===== src/rtl/main_ctr_fsm_pkg.sv =====
// Shared encodings for the multicycle main controller: state codes, opcodes,
// ALU requests and the decoded strobe bundle.
package main_ctr_fsm_pkg;

    typedef enum logic [3:0] {
        StFetch  = 4'd0,
        StDecode = 4'd1,
        StMemAdr = 4'd2,
        StMemRd  = 4'd3,
        StMemWb  = 4'd4,
        StMemWr  = 4'd5,
        StExec   = 4'd6,
        StAluWb  = 4'd7,
        StBranch = 4'd8,
        StJump   = 4'd9,
        StImmEx  = 4'd10,
        StImmWb  = 4'd11
    } state_e;

    localparam logic [5:0] OpRtype = 6'b000000;
    localparam logic [5:0] OpLw    = 6'b100011;
    localparam logic [5:0] OpSw    = 6'b101011;
    localparam logic [5:0] OpBeq   = 6'b000100;
    localparam logic [5:0] OpJ     = 6'b000010;
    localparam logic [5:0] OpAddi  = 6'b001000;

    localparam logic [1:0] AluAdd   = 2'b00;
    localparam logic [1:0] AluSub   = 2'b01;
    localparam logic [1:0] AluFunct = 2'b10;

    typedef struct packed {
        logic       pc_write;
        logic       pc_write_cond;
        logic       ior_d;
        logic       mem_read;
        logic       mem_write;
        logic       mem_to_reg;
        logic       ir_write;
        logic       reg_write;
        logic       reg_dst;
        logic       alu_src_a;
        logic [1:0] alu_src_b;
        logic [1:0] pc_source;
        logic [1:0] alu_op;
    } ctrl_t;

endpackage


===== src/rtl/main_ctr_fsm_if.sv =====
// Datapath-facing bundle of the main controller: opcode/handshake in, strobes out.
interface main_ctr_fsm_if;
    logic [5:0] opCode;
    logic       memReady;
    logic [1:0] aluOp;
    logic       pcWrite;
    logic       pcWriteCond;
    logic       iorD;
    logic       memRead;
    logic       memWrite;
    logic       memToReg;
    logic       irWrite;
    logic       regWrite;
    logic       regDst;
    logic       aluSrcA;
    logic [1:0] aluSrcB;
    logic [1:0] pcSource;
    logic [3:0] state;
    logic       illegalOp;

    modport master (
        output opCode, memReady,
        input  aluOp, pcWrite, pcWriteCond, iorD, memRead, memWrite, memToReg,
        input  irWrite, regWrite, regDst, aluSrcA, aluSrcB, pcSource, state, illegalOp
    );

    modport slave (
        input  opCode, memReady,
        output aluOp, pcWrite, pcWriteCond, iorD, memRead, memWrite, memToReg,
        output irWrite, regWrite, regDst, aluSrcA, aluSrcB, pcSource, state, illegalOp
    );
endinterface


===== src/rtl/main_ctr_dec.sv =====
// Combinational state->strobe decode for the main controller.
// IMMEX/IMMWB strobes exist only when MAIN_CTR_ADDI_EN is defined.
module main_ctr_dec
    import main_ctr_fsm_pkg::*;
(
    input  state_e i_state,
    input  logic   i_mem_ready,
    output ctrl_t  o_ctrl
);

    always_comb begin
        o_ctrl = '0;
        case (i_state)
            StFetch: begin
                o_ctrl.mem_read  = 1'b1;
                o_ctrl.alu_src_b = 2'b01;
                o_ctrl.alu_op    = AluAdd;
                o_ctrl.ir_write  = i_mem_ready;
                o_ctrl.pc_write  = i_mem_ready;
            end
            StDecode: begin
                o_ctrl.alu_src_b = 2'b11;
                o_ctrl.alu_op    = AluAdd;
            end
            StMemAdr: begin
                o_ctrl.alu_src_a = 1'b1;
                o_ctrl.alu_src_b = 2'b10;
                o_ctrl.alu_op    = AluAdd;
            end
            StMemRd: begin
                o_ctrl.mem_read = 1'b1;
                o_ctrl.ior_d    = 1'b1;
            end
            StMemWb: begin
                o_ctrl.reg_write  = 1'b1;
                o_ctrl.mem_to_reg = 1'b1;
            end
            StMemWr: begin
                // Strobe only in the completing cycle so a stalled write fires once.
                o_ctrl.mem_write = i_mem_ready;
                o_ctrl.ior_d     = 1'b1;
            end
            StExec: begin
                o_ctrl.alu_src_a = 1'b1;
                o_ctrl.alu_op    = AluFunct;
            end
            StAluWb: begin
                o_ctrl.reg_write = 1'b1;
                o_ctrl.reg_dst   = 1'b1;
            end
            StBranch: begin
                o_ctrl.alu_src_a     = 1'b1;
                o_ctrl.alu_op        = AluSub;
                o_ctrl.pc_write_cond = 1'b1;
                o_ctrl.pc_source     = 2'b01;
            end
            StJump: begin
                o_ctrl.pc_write  = 1'b1;
                o_ctrl.pc_source = 2'b10;
            end
`ifdef MAIN_CTR_ADDI_EN
            StImmEx: begin
                o_ctrl.alu_src_a = 1'b1;
                o_ctrl.alu_src_b = 2'b10;
                o_ctrl.alu_op    = AluAdd;
            end
            StImmWb: begin
                o_ctrl.reg_write = 1'b1;
            end
`endif
            default: o_ctrl = '0;
        endcase
    end

endmodule


===== src/rtl/main_ctr_fsm.sv =====
// Multicycle MIPS-style main controller: state register, opcode latch and next-state logic.
// Define MAIN_CTR_ADDI_EN to support addi through IMMEX/IMMWB; otherwise addi is illegal.
module main_ctr_fsm
    import main_ctr_fsm_pkg::*;
(
    input  logic              clk,
    input  logic              resetn,
    main_ctr_fsm_if.slave     bus
);

    state_e     r_state;
    state_e     w_state_next;
    logic [5:0] r_opcode;
    logic       r_illegal;
    logic       w_illegal_next;
    ctrl_t      w_ctrl;

    always_ff @(posedge clk) begin
        if (!resetn) begin
            r_state   <= StFetch;
            r_opcode  <= 6'b000000;
            r_illegal <= 1'b0;
        end else begin
            r_state   <= w_state_next;
            r_illegal <= w_illegal_next;
            if (r_state == StDecode) begin
                r_opcode <= bus.opCode;
            end
        end
    end

    always_comb begin
        w_state_next   = StFetch;
        w_illegal_next = 1'b0;
        case (r_state)
            StFetch:  w_state_next = bus.memReady ? StDecode : StFetch;
            StDecode: begin
                case (bus.opCode)
                    OpLw, OpSw: w_state_next = StMemAdr;
                    OpRtype:    w_state_next = StExec;
                    OpBeq:      w_state_next = StBranch;
                    OpJ:        w_state_next = StJump;
`ifdef MAIN_CTR_ADDI_EN
                    OpAddi:     w_state_next = StImmEx;
`endif
                    default:    w_illegal_next = 1'b1;
                endcase
            end
            // Uses the latched opcode; the live input may already hold the next instruction.
            StMemAdr: w_state_next = (r_opcode == OpLw) ? StMemRd : StMemWr;
            StMemRd:  w_state_next = bus.memReady ? StMemWb : StMemRd;
            StMemWr:  w_state_next = bus.memReady ? StFetch : StMemWr;
            StExec:   w_state_next = StAluWb;
            StBranch: w_state_next = StFetch;
            StJump:   w_state_next = StFetch;
`ifdef MAIN_CTR_ADDI_EN
            StImmEx:  w_state_next = StImmWb;
`endif
            default:  w_state_next = StFetch;
        endcase
    end

    main_ctr_dec u_dec (
        .i_state     (r_state),
        .i_mem_ready (bus.memReady),
        .o_ctrl      (w_ctrl)
    );

    assign bus.aluOp       = w_ctrl.alu_op;
    assign bus.pcWrite     = w_ctrl.pc_write;
    assign bus.pcWriteCond = w_ctrl.pc_write_cond;
    assign bus.iorD        = w_ctrl.ior_d;
    assign bus.memRead     = w_ctrl.mem_read;
    assign bus.memWrite    = w_ctrl.mem_write;
    assign bus.memToReg    = w_ctrl.mem_to_reg;
    assign bus.irWrite     = w_ctrl.ir_write;
    assign bus.regWrite    = w_ctrl.reg_write;
    assign bus.regDst      = w_ctrl.reg_dst;
    assign bus.aluSrcA     = w_ctrl.alu_src_a;
    assign bus.aluSrcB     = w_ctrl.alu_src_b;
    assign bus.pcSource    = w_ctrl.pc_source;
    assign bus.state       = r_state;
    assign bus.illegalOp   = r_illegal;

endmodule

===== src/flat_wrapper.sv =====
// flat-port wrapper written by rule: the top's interface ports become plain ports
module main_ctr_fsm_flat import main_ctr_fsm_pkg::*;
  (clk, resetn, bus_opCode, bus_memReady, bus_aluOp, bus_pcWrite, bus_pcWriteCond, bus_iorD, bus_memRead, bus_memWrite, bus_memToReg, bus_irWrite, bus_regWrite, bus_regDst, bus_aluSrcA, bus_aluSrcB, bus_pcSource, bus_state, bus_illegalOp);
  main_ctr_fsm_if bus_i ();
  input  logic clk;
  input  logic resetn;
  input wire logic [$bits(bus_i.opCode)-1:0] bus_opCode;
  input wire logic [$bits(bus_i.memReady)-1:0] bus_memReady;
  output wire logic [$bits(bus_i.aluOp)-1:0] bus_aluOp;
  output wire logic [$bits(bus_i.pcWrite)-1:0] bus_pcWrite;
  output wire logic [$bits(bus_i.pcWriteCond)-1:0] bus_pcWriteCond;
  output wire logic [$bits(bus_i.iorD)-1:0] bus_iorD;
  output wire logic [$bits(bus_i.memRead)-1:0] bus_memRead;
  output wire logic [$bits(bus_i.memWrite)-1:0] bus_memWrite;
  output wire logic [$bits(bus_i.memToReg)-1:0] bus_memToReg;
  output wire logic [$bits(bus_i.irWrite)-1:0] bus_irWrite;
  output wire logic [$bits(bus_i.regWrite)-1:0] bus_regWrite;
  output wire logic [$bits(bus_i.regDst)-1:0] bus_regDst;
  output wire logic [$bits(bus_i.aluSrcA)-1:0] bus_aluSrcA;
  output wire logic [$bits(bus_i.aluSrcB)-1:0] bus_aluSrcB;
  output wire logic [$bits(bus_i.pcSource)-1:0] bus_pcSource;
  output wire logic [$bits(bus_i.state)-1:0] bus_state;
  output wire logic [$bits(bus_i.illegalOp)-1:0] bus_illegalOp;
  assign bus_i.opCode = bus_opCode;
  assign bus_i.memReady = bus_memReady;
  assign bus_aluOp = bus_i.aluOp;
  assign bus_pcWrite = bus_i.pcWrite;
  assign bus_pcWriteCond = bus_i.pcWriteCond;
  assign bus_iorD = bus_i.iorD;
  assign bus_memRead = bus_i.memRead;
  assign bus_memWrite = bus_i.memWrite;
  assign bus_memToReg = bus_i.memToReg;
  assign bus_irWrite = bus_i.irWrite;
  assign bus_regWrite = bus_i.regWrite;
  assign bus_regDst = bus_i.regDst;
  assign bus_aluSrcA = bus_i.aluSrcA;
  assign bus_aluSrcB = bus_i.aluSrcB;
  assign bus_pcSource = bus_i.pcSource;
  assign bus_state = bus_i.state;
  assign bus_illegalOp = bus_i.illegalOp;
  main_ctr_fsm u_core (.clk(clk), .resetn(resetn), .bus(bus_i));
endmodule

===== config.mk =====
export PLATFORM = sky130hd
export DESIGN_NAME = main_ctr_fsm_flat
export DESIGN_NICKNAME = d
export VERILOG_FILES = /design/src/rtl/main_ctr_fsm_pkg.sv /design/src/rtl/main_ctr_fsm_if.sv /design/src/rtl/main_ctr_dec.sv /design/src/rtl/main_ctr_fsm.sv /design/src/flat_wrapper.sv
export SDC_FILE = /design/constraint.sdc
export NUM_CORES = 1
export LEC_CHECK = 0
export CAP_MARGIN = 15
export CELL_PAD_IN_SITES_DETAIL_PLACEMENT = 0
export CELL_PAD_IN_SITES_GLOBAL_PLACEMENT = 1
export CORE_AREA = 2 2 57 59
export CTS_BUF_LIST = sky130_fd_sc_hd__clkbuf_8
export CTS_CLUSTER_SIZE = 8
export DETAILED_ROUTE_END_ITERATION = 10
export DIE_AREA = 0 0 59 61
export GPL_TIMING_DRIVEN = 0
export PLACE_DENSITY = 0.76
export SETUP_SLACK_MARGIN = 0.02
export SKIP_LAST_GASP = 1
export SLEW_MARGIN = 20
export SYNTH_ARGS = -nofsm -noshare
export SYNTH_HDL_FRONTEND = slang
export SYNTH_SLANG_ARGS = --single-unit

===== constraint.sdc =====
create_clock -name clk -period 2.92 [get_ports clk]
set_clock_uncertainty 0.1 [all_clocks]
set_input_delay 0.876 -clock clk [delete_from_list [all_inputs] [get_ports clk]]
set_output_delay 0.876 -clock clk [all_outputs]
set_load 0.03 [all_outputs]

==> metrics <==
status=complete, no violations; drt first pass iters=4; CP Launch Type=flop; Slew @ Worst Pin=0.391 ns; internal power=0.279 mW; Power Total=0.371 mW; Routed Antenna Nets=0; I/O pin count=30; largest net degree at the start of global routing=11; Rel. slew slack=73.6%; DPL Wire Length=1530 um; non-filler cells, final=164; post-synthesis register bit count=11; Setup TNS=0 ns; cell repeated most along the worst path=buf_2; Reg-to-Reg End=u_core.bus.state[0]$_SDFF_PN0_; register area share after synthesis=30.9%; Critical Path RT=1.94 ns; clock buffer depth=2; synthesized area per cell=7.28 sq um; drc violations=0; Core Util, Final=36.8%; gr ovfl total=0; WL final=1850 um; placed cells=160; crit share post-route=94.7%; n_diodes=0; Logic pwr share=18.8%; Starting Density=24.2%; Die Footprint=0.00360 sq mm; first-iteration detailed-routing DRC count=9; Hold Buf Count CTS=0; RePlAce Congestion=0.733; Fmax=362 MHz; Fill cells=347; chip width=59 um; DR WL/cell=11.3 um; Port Buffers=29; FF-to-FF path depth=6; Finish-stage setup viols=0; HP Class=flop to flop; r2r setup slk=1.41 ns; clk_lat worst skew=0.23 ns; vias in the first global route=760; commonest non-fill, non-tap cell in the layout=nand2_1; warnings from Yosys=0; post-synth top area cell=dfxtp_1; share of cells above drive strength 1=13.7%; total leakage power=0.487 nW; GRT Resource Usage Total=11.1%; PwrDens=341 mW/mm^2; Gate Count Post-Synth=98; crit-path max FO=10; clk slew on worst S/H paths=0.05 ns; CTS H-tree lvls=1; initial antenna violation count=0; Sequential Power Share=43.3%; Hold Violations, Final=0; post-route minimum period=2.77 ns; max_cap viols=0; sw frac=24.9%; clk root buf=clkbuf_8; Worst R2R Start=u_core.bus.state[1]$_SDFF_PN0_; sequence of cells on the critical path=buf_2 > buf_2 > nor3_1 > clkdlybuf4s50_1; worst vdd ir=0.250 mV; FP Rows=20; HP Start=u_core.r_opcode[5]$_SDFFE_PN0P_; nets@finish=141; TritonCTS Buffers=3; Hold Path Sink=u_core.r_opcode[5]$_SDFFE_PN0P_; Area contributors post-synth=dfxtp_1, nand2_1, nor3_1; most frequent cells in the layout=nand2_1, clkdlybuf4s50_1, nor3_1, dfxtp_1; Crit Path Category=flop to output port; slowest CP cell=clkdlybuf4s50_1; die height=61 um; RSZ-0062 raised after global routing=false; PnR worst setup slack=0.155 ns; Slew Limit Fails=0; synthesis-to-layout area growth=52.5%; Vias=799; CTS tree=yes; max incr delay on CP=0.71 ns; Core Region=0.00295 sq mm; syn_nets=107; clock network fraction of total power=37.8%; global-route wire length before repair=3110 um; CP Data Arrival Time=1.79 ns; Netlist cell types=28; drt via density=4.87; Clock Sinks=11; Syn Std Cell Area=713 sq um; sw power=0.0923 mW; Setup WS pre-CTS=-0.499 ns; Min-Delay Path Depth=2; Synth top area share=30.9%; CP Capture Type=output port
[worst max-delay path, delay by kind of cell (launching register included)]
family | cells | cell delay (ns)
flops | 1 | 0.30
simple gates | 1 | 0.21
buf+inv | 3 | 1.06
[final cells by class]
cell class	instances	area, sq um	area share [%]
clock buffer	3	41.3	3.80
buffer	7	36.3	3.34
timing repair buffer	29	280	25.8
clock inverter	1	3.75	0.345
multi-input combinational	80	464	42.7
sequential	11	220	20.3
tap	33	41.3	3.80
[flip-flops by register name (all words and copies together) (netlist names)]
register / flops
u_core.bus.state: 4
u_core.bus.illegalOp: 1
u_core.r_opcode: 6
[logic make-up after synthesis]
group	count (synthesis)	share of synthesized area, %
buf+inv	7	4.74
compound gates	15	15.4
simple gates	62	45.3
flops	11	30.9
xor+xnor	3	3.68
[Yosys cell counts]
library cell	number
a211oi_2	1
or2_2	3
o311ai_0	1
a21boi_0	5
nand2_1	18
and3_1	3
buf_2	3
a21oi_1	2
nor2b_1	6
nor3_1	12
nand3_1	2
xnor2_1	3
a21boi_1	1
nand4b_1	1
clkbuf_1	3
o41ai_1	1
a31oi_1	1
or4_4	1
buf_4	1
nor2_1	7
nand3b_1	2
dfxtp_1	11
nand2b_1	3
and3b_1	1
o21ai_0	2
nor3b_1	2
a221oi_1	1
or3_1	1
[timing repair]
item | 4_1_cts | 5_1_grt
gates resized for setup | 22 | 3
setup endpoints to repair | 11 | 5
cloned | 0 | 0
buffers inserted | 0 | 0
[power groups by stage]
stage | clock (mW) | sequential (mW) | combinational (mW)
floorplan | 0 | 0.166 | 0.0365
global placement | 0 | 0.163 | 0.0727
detailed placement | 0 | 0.163 | 0.0733
CTS | 0.148 | 0.161 | 0.0708
global route | 0.155 | 0.161 | 0.0760
finish | 0.140 | 0.161 | 0.0699
[per-layer routing]
layer	global-route usage, %	up-vias	wire [um]
met5	0	-	0
met4	3.90	0	4
met3	1.49	2	165
met2	19.7	37	856
met1	13.7	354	821
li1	-	406	-
[per-stage QoR]
| step | cell area, sq um | hold slack (ns) |
|---|---|---|
| floorplan | 718 | 0.338 |
| global placement | 1050 | 0.354 |
| detailed placement | 1050 | 0.358 |
| CTS | 1080 | 0.364 |
| global route | 1090 | 0.401 |
| finish | 1090 | 0.364 |
[how the worst max path moves through the flow]
| stage | start | to | slack [ns] |
|---|---|---|---|
| 6_report | u_core.bus.state[1]$_SDFF_PN0_ | bus_aluOp[0] | 0.15 |
| 5_1_grt | u_core.bus.state[1]$_SDFF_PN0_ | bus_aluSrcB[0] | 0.03 |
| 4_1_cts | bus_memReady | bus_pcWrite | -0.05 |
| 3_5_place_dp | bus_memReady | bus_pcWrite | -0.50 |
| 3_3_place_gp | bus_memReady | bus_pcWrite | -0.50 |
| 2_1_floorplan | u_core.bus.state[1]$_SDFF_PN0_ | bus_pcSource[0] | 0.13 |
No activity file was read; power rests on OpenSTA's default activity.
